$ cat src/rtl/data_mem_responder.sv
// Memory-side responder for the CPU data load/store port.
// Accepts one request at a time, waits LATENCY cycles, performs a
// little-endian byte/half/word access on an internal word array and
// returns a single-cycle response pulse carrying read data or an error.
module data_mem_responder #(
    parameter int unsigned DEPTH_WORDS = 64,
    parameter int unsigned LATENCY     = 2
) (
    input  logic        clk,
    input  logic        rst,
    input  logic        req_valid,
    output logic        req_ready,
    input  logic        req_we,
    input  logic [1:0]  req_size,
    input  logic        req_unsigned,
    input  logic [31:0] req_addr,
    input  logic [31:0] req_wdata,
    output logic        resp_valid,
    output logic [31:0] resp_rdata,
    output logic        resp_err,
    output logic        busy
);

    localparam int unsigned IdxW = (DEPTH_WORDS > 1) ? $clog2(DEPTH_WORDS) : 1;
    localparam int unsigned CntW = (LATENCY > 1) ? $clog2(LATENCY) : 1;
    localparam logic [31:0] AddrLimit = 32'(4 * DEPTH_WORDS);
    localparam logic [CntW-1:0] CntLoad = (LATENCY > 0) ? CntW'(LATENCY - 1) : '0;
    localparam logic LatZero = (LATENCY == 0);

    localparam logic [1:0] SzByte = 2'b00;
    localparam logic [1:0] SzHalf = 2'b01;
    localparam logic [1:0] SzWord = 2'b10;

    typedef enum logic [1:0] {
        StIdle,
        StWait,
        StResp
    } state_e;

    state_e          state_q;
    logic [CntW-1:0] cnt_q;

    // Captured request
    logic        we_q;
    logic [1:0]  size_q;
    logic        uns_q;
    logic [31:0] addr_q;
    logic [31:0] wdata_q;

    logic [31:0] mem_q [DEPTH_WORDS];

    // Request view used by the access: live inputs when the access happens on
    // the accepting edge (LATENCY=0), captured registers otherwise.
    logic        acc_we;
    logic [1:0]  acc_size;
    logic        acc_uns;
    logic [31:0] acc_addr;
    logic [31:0] acc_wdata;

    logic            acc_fire;
    logic            acc_err;
    logic [IdxW-1:0] acc_idx;
    logic [31:0]     rd_word;
    logic [7:0]      rd_byte;
    logic [15:0]     rd_half;
    logic [31:0]     load_data;
    logic [3:0]      wr_mask;
    logic [31:0]     wr_rep;
    logic [31:0]     wr_word;
    logic            mem_we;

    assign req_ready = (state_q == StIdle);
    assign busy      = (state_q != StIdle);

    // Select the request fields the access operates on
    always_comb begin
        if (state_q == StIdle) begin
            acc_we    = req_we;
            acc_size  = req_size;
            acc_uns   = req_unsigned;
            acc_addr  = req_addr;
            acc_wdata = req_wdata;
        end else begin
            acc_we    = we_q;
            acc_size  = size_q;
            acc_uns   = uns_q;
            acc_addr  = addr_q;
            acc_wdata = wdata_q;
        end
    end

    // Decide when the access happens and whether the request is legal
    always_comb begin
        acc_fire = 1'b0;
        if (state_q == StIdle) begin
            acc_fire = req_valid && LatZero;
        end else if (state_q == StWait) begin
            acc_fire = (cnt_q == '0);
        end

        acc_err = 1'b0;
        unique case (acc_size)
            SzByte:  acc_err = 1'b0;
            SzHalf:  acc_err = acc_addr[0];
            SzWord:  acc_err = |acc_addr[1:0];
            default: acc_err = 1'b1;
        endcase
        if (acc_addr >= AddrLimit) begin
            acc_err = 1'b1;
        end
    end

    assign acc_idx = acc_addr[IdxW+1:2];
    assign rd_word = mem_q[acc_idx];

    // Lane selection and sign/zero extension for loads
    always_comb begin
        rd_byte = 8'(rd_word >> {acc_addr[1:0], 3'b000});
        rd_half = acc_addr[1] ? rd_word[31:16] : rd_word[15:0];

        load_data = '0;
        unique case (acc_size)
            SzByte: load_data = acc_uns ? {24'h0, rd_byte} : {{24{rd_byte[7]}}, rd_byte};
            SzHalf: load_data = acc_uns ? {16'h0, rd_half} : {{16{rd_half[15]}}, rd_half};
            SzWord: load_data = rd_word;
            default: load_data = '0;
        endcase
        if (acc_err || acc_we) begin
            load_data = '0;
        end
    end

    // Byte-lane merge for stores; store data is right-aligned so replicate it
    always_comb begin
        wr_mask = 4'b0000;
        wr_rep  = acc_wdata;
        unique case (acc_size)
            SzByte: begin
                wr_mask = 4'b0001 << acc_addr[1:0];
                wr_rep  = {4{acc_wdata[7:0]}};
            end
            SzHalf: begin
                wr_mask = acc_addr[1] ? 4'b1100 : 4'b0011;
                wr_rep  = {2{acc_wdata[15:0]}};
            end
            SzWord: begin
                wr_mask = 4'b1111;
                wr_rep  = acc_wdata;
            end
            default: begin
                wr_mask = 4'b0000;
                wr_rep  = acc_wdata;
            end
        endcase

        wr_word = rd_word;
        for (int b = 0; b < 4; b++) begin
            if (wr_mask[b]) begin
                wr_word[8*b +: 8] = wr_rep[8*b +: 8];
            end
        end

        mem_we = acc_fire && acc_we && !acc_err;
    end

    // Storage: zeroed by reset, written only by a legal store on its access edge
    always_ff @(posedge clk) begin
        if (!rst) begin
            for (int i = 0; i < int'(DEPTH_WORDS); i++) begin
                mem_q[i] <= '0;
            end
        end else if (mem_we) begin
            mem_q[acc_idx] <= wr_word;
        end
    end

    // Request FSM with registered response outputs
    always_ff @(posedge clk) begin
        if (!rst) begin
            state_q    <= StIdle;
            cnt_q      <= '0;
            we_q       <= 1'b0;
            size_q     <= '0;
            uns_q      <= 1'b0;
            addr_q     <= '0;
            wdata_q    <= '0;
            resp_valid <= 1'b0;
            resp_rdata <= '0;
            resp_err   <= 1'b0;
        end else begin
            unique case (state_q)
                StIdle: begin
                    if (req_valid) begin
                        we_q    <= req_we;
                        size_q  <= req_size;
                        uns_q   <= req_unsigned;
                        addr_q  <= req_addr;
                        wdata_q <= req_wdata;
                        cnt_q   <= CntLoad;
                        if (LatZero) begin
                            state_q    <= StResp;
                            resp_valid <= 1'b1;
                            resp_rdata <= load_data;
                            resp_err   <= acc_err;
                        end else begin
                            state_q <= StWait;
                        end
                    end
                end
                StWait: begin
                    if (cnt_q == '0) begin
                        state_q    <= StResp;
                        resp_valid <= 1'b1;
                        resp_rdata <= load_data;
                        resp_err   <= acc_err;
                    end else begin
                        cnt_q <= cnt_q - 1'b1;
                    end
                end
                StResp: begin
                    state_q    <= StIdle;
                    resp_valid <= 1'b0;
                    resp_rdata <= '0;
                    resp_err   <= 1'b0;
                end
                default: begin
                    state_q <= StIdle;
                end
            endcase
        end
    end

endmodule
$ cat config.mk
export PLATFORM = sky130hd
export DESIGN_NAME = data_mem_responder
export DESIGN_NICKNAME = d
export VERILOG_FILES = /design/src/rtl/data_mem_responder.sv
export SDC_FILE = /design/constraint.sdc
export NUM_CORES = 2
export LEC_CHECK = 0
export ABC_CLOCK_PERIOD_IN_PS = 4680
export CAP_MARGIN = 30
export CORE_AREA = 8 8 464 693
export DETAILED_ROUTE_END_ITERATION = 10
export DIE_AREA = 0 0 472 701
export PLACE_DENSITY_LB_ADDON = 0.2
export SYNTH_ARGS = -nofsm -noshare
export SYNTH_HDL_FRONTEND = slang
export SYNTH_SLANG_ARGS = --single-unit
$ cat constraint.sdc
create_clock -name clk -period 4.68 [get_ports clk]
set_input_delay 0.468 -clock clk [delete_from_list [all_inputs] [get_ports clk]]
set_output_delay 0.468 -clock clk [all_outputs]
set_load 0.02 [all_outputs]
==> impl_results.md <==
* Share of cells above drive strength 1 at 0.186
* Overall routing resource usage at 0.273
* Crit path arrival time at 5.42 ns
* Final net count at 8,923
* PwrDens at 444 nW/um^2
* Detailed Route Iter0 Violations at 9,964
* Post-layout min period at 4.72 ns
* Die W at 472 um
* GR Overflow Total at 0
* H-tree depth at 4
* Pin count of the biggest net entering global routing at 49
* Status: complete, but fails checks
* CTS buffer count at 210
* VDD IR max at 0.276 mV
* Vias at 75.6k
* Mapped Cells at 8,134
* Dpl ws at -0.482 ns
* CTS tree: yes
* Warnings, synthesis at 0
* Dpl hpwl at 322,000 um
* Starting Density at 0.299
* Top post-synthesis cells by count: 2,217 x nor2_1, 2,048 x edfxtp_1, 993 x nand2_1
* Worst-Skew Late Latency at 0.92 ns
* Setup bufs post-CTS at 0
* DIE HEIGHT at 701 um
* Crit path kind: flip-flop to flip-flop
* Global-route wire length before repair at 631,000 um
* Dpl cell area at 109,000 sq um
* Slew headroom at 0.288
* Mapped cell area at 93,000 sq um
* Worst-path fanout max at 23
* FF-to-FF setup slack at -0.04 ns
* Max_cap viols at 0
* # DRC at 0
* Layout area overhead at 25.0%
* Type of the worst min-delay path: input pin to flip-flop
* Wire per inst at 36.0 um
* Final Hold Vio Count at 0
* Clk_skew at 0.0851 ns
* Final WS setup at -0.0436 ns
* Die area at 331,000 sq um
* Worst Path Required at 5.38 ns
* Syn nets at 8,205
* Vias in the first global route at 72.0k
* Initial antenna violation count at 34
* Mean Syn Cell Area at 11.4 sq um
* Crit share post-route at 1.01
* Vias/cell at 5.78
* FFs w/ async S/R, synth at 0
* GP Congestion at 0.970
* Worst setup SP type: flip-flop
* Core area at 311,000 sq um
* Area contributors post-synth: edfxtp_1 66%, nor2_1 8.9%, nand2_1 4.0%
* Clock root buffer: clkbuf_16
* Max Root-Sink Buffers at 4
* Row count at 251
* I/O pins at 107
* Fillers at 30.2k
* Clock sink count at 2,153
* Cell variety after synth at 94
* Worst slew pin tran at 1.07 ns
* Most numerous cell in the Yosys netlist: nor2_1
* Post-synthesis sequential area ratio at 0.684
* RSZ-0062 raised after global routing: no
* Clock transition at the registers of the reported paths at 0.07 ns
* Final Cell Area at 116,000 sq um
* Number of port buffers at 106
* Number of flops mapped to enable cells by yosys at 2,048
* Static leakage at 41.9 nW
* CP endpoint kind: flip-flop
* Post-synth top area cell: edfxtp_1
* Top cell type's share of synthesized area at 0.661
* Antenna Nets Post-Route at 0
* Max-slew violations at 0
* Wirelength, routed at 471,000 um
* Max Clk Rate at 0.212 GHz
* Total iterations of the first detailed-routing run at 6
* Top_reg_cell synth: edfxtp_1
* Setup-failing EPs final at 27
* Failing checks: setup timing
* Number of synthesized register bits at 2,153
==> layout by cell type (no fill, tap or decap), types with 107 or more instances in the layout <==
master / netlist / final
mux2i_1: 113 / 107
buf_4: 24 / 842
a31oi_1: 127 / 121
edfxtp_1: 2048 / 2048
nand3_1: 219 / 219
nand2_1: 993 / 930
clkbuf_16: 0 / 212
o21ai_0: 160 / 158
buf_12: 0 / 328
a21oi_1: 152 / 139
o22ai_1: 442 / 442
nor2_1: 2217 / 2207
==> state kept, by name, indices dropped and copies added, names as in the netlist <==
| signal | cells |
|---|---|
| cnt_q | 1 |
| uns_q | 1 |
| mem_q | 2048 |
| size_q | 2 |
| resp_valid | 1 |
| resp_err | 1 |
| we_q | 1 |
| state_q | 2 |
| addr_q | 32 |
| wdata_q | 32 |
| resp_rdata | 32 |
==> worst max-delay path, stage by stage (launching register included) <==
cell,delay [ns]
dfxtp_1,0.32
buf_4,0.20
o21ba_1,0.37
buf_4,0.26
a22oi_2,0.29
buf_12,0.21
buf_12,0.22
o22ai_1,0.11
nor3_1,0.56
o221ai_1,0.27
buf_4,0.21
or4b_4,0.58
buf_4,0.19
mux2_2,0.37
buf_12,0.20
nor2_1,0.11
==> metal layers <==
metal,global-route usage,vias to the layer above,wire (um)
met3,0.0470,1191,40900
met5,0,-,79
met1,0.325,39015,168000
met4,0.217,12,46200
li1,-,30810,-
met2,0.437,4604,216000
==> power by group <==
| group | switching (W) | total (W) | internal, W |
|---|---|---|---|
| Clock | 0.00780 | 0.0175 | 0.00965 |
| Sequential | 0.000210 | 0.0219 | 0.0216 |
| Combinational | 0.00842 | 0.0123 | 0.00383 |
| Total | 0.0164 | 0.0516 | 0.0351 |
==> area by class of cell <==
cell class | count | area (sq um) | area share
diodes | 32 | 80.1 | 0.000689
multi-input cells | 5192 | 26700 | 0.230
clock buffers | 263 | 5520 | 0.0475
well taps | 4048 | 5060 | 0.0436
inverters | 13 | 51.3 | 0.000441
flip-flops and latches | 2153 | 63600 | 0.547
repair buffers | 1282 | 14000 | 0.121
clock inverters | 108 | 1180 | 0.0102
==> path summary, 6_finish.rpt <==
path | cells after the start | end | startpoint
setup / recovery | 15 | mem_q[36][23] | state_q[0]
hold / removal | 3 | wdata_q[19] | req_wdata[19]
setup reg to reg | 15 | mem_q[36][23] | state_q[0]
hold reg to reg | 2 | addr_q[15] | addr_q[15]
==> repair_timing <==
item                       CTS  global route
hold endpoints to repair    31             0
pin swaps                    2             2
hold buffers                 1             0
gates resized for setup      2             6
setup endpoints to repair   57           105
==> metrics by stage <==
step / cells / total power (W) / hold WS [ns] / utilization / setup TNS [ns]
after floorplan: 8134 / 0.0264 / 0.436 / - / 0
after global placement: 12684 / 0.0342 / 0.444 / 0.352 / -337.23
after detailed placement: 12688 / 0.0342 / 0.451 / 0.352 / -312.36
after CTS: 13058 / 0.0515 / 0.133 / 0.373 / 0
after global routing: 13076 / 0.0524 / 0.197 / 0.374 / 0
final: 13091 / 0.0516 / 0.176 / 0.374 / -0.475
==> cells by family (layout without fill, tap and decap cells) <==
logic type             count (synthesis)  count (layout)  share of synthesized area
AND/OR/NAND/NOR                     3634            3634                      0.157
multiplexers                         144             144                     0.0178
AO/OA/AOI/OAI                       1414            1414                      0.104
flip-flops                          2153            2153                      0.684
other                                  0              32                          0
buffers and inverters                789            1666                     0.0377
No activity file was read; power rests on OpenSTA's default activity.
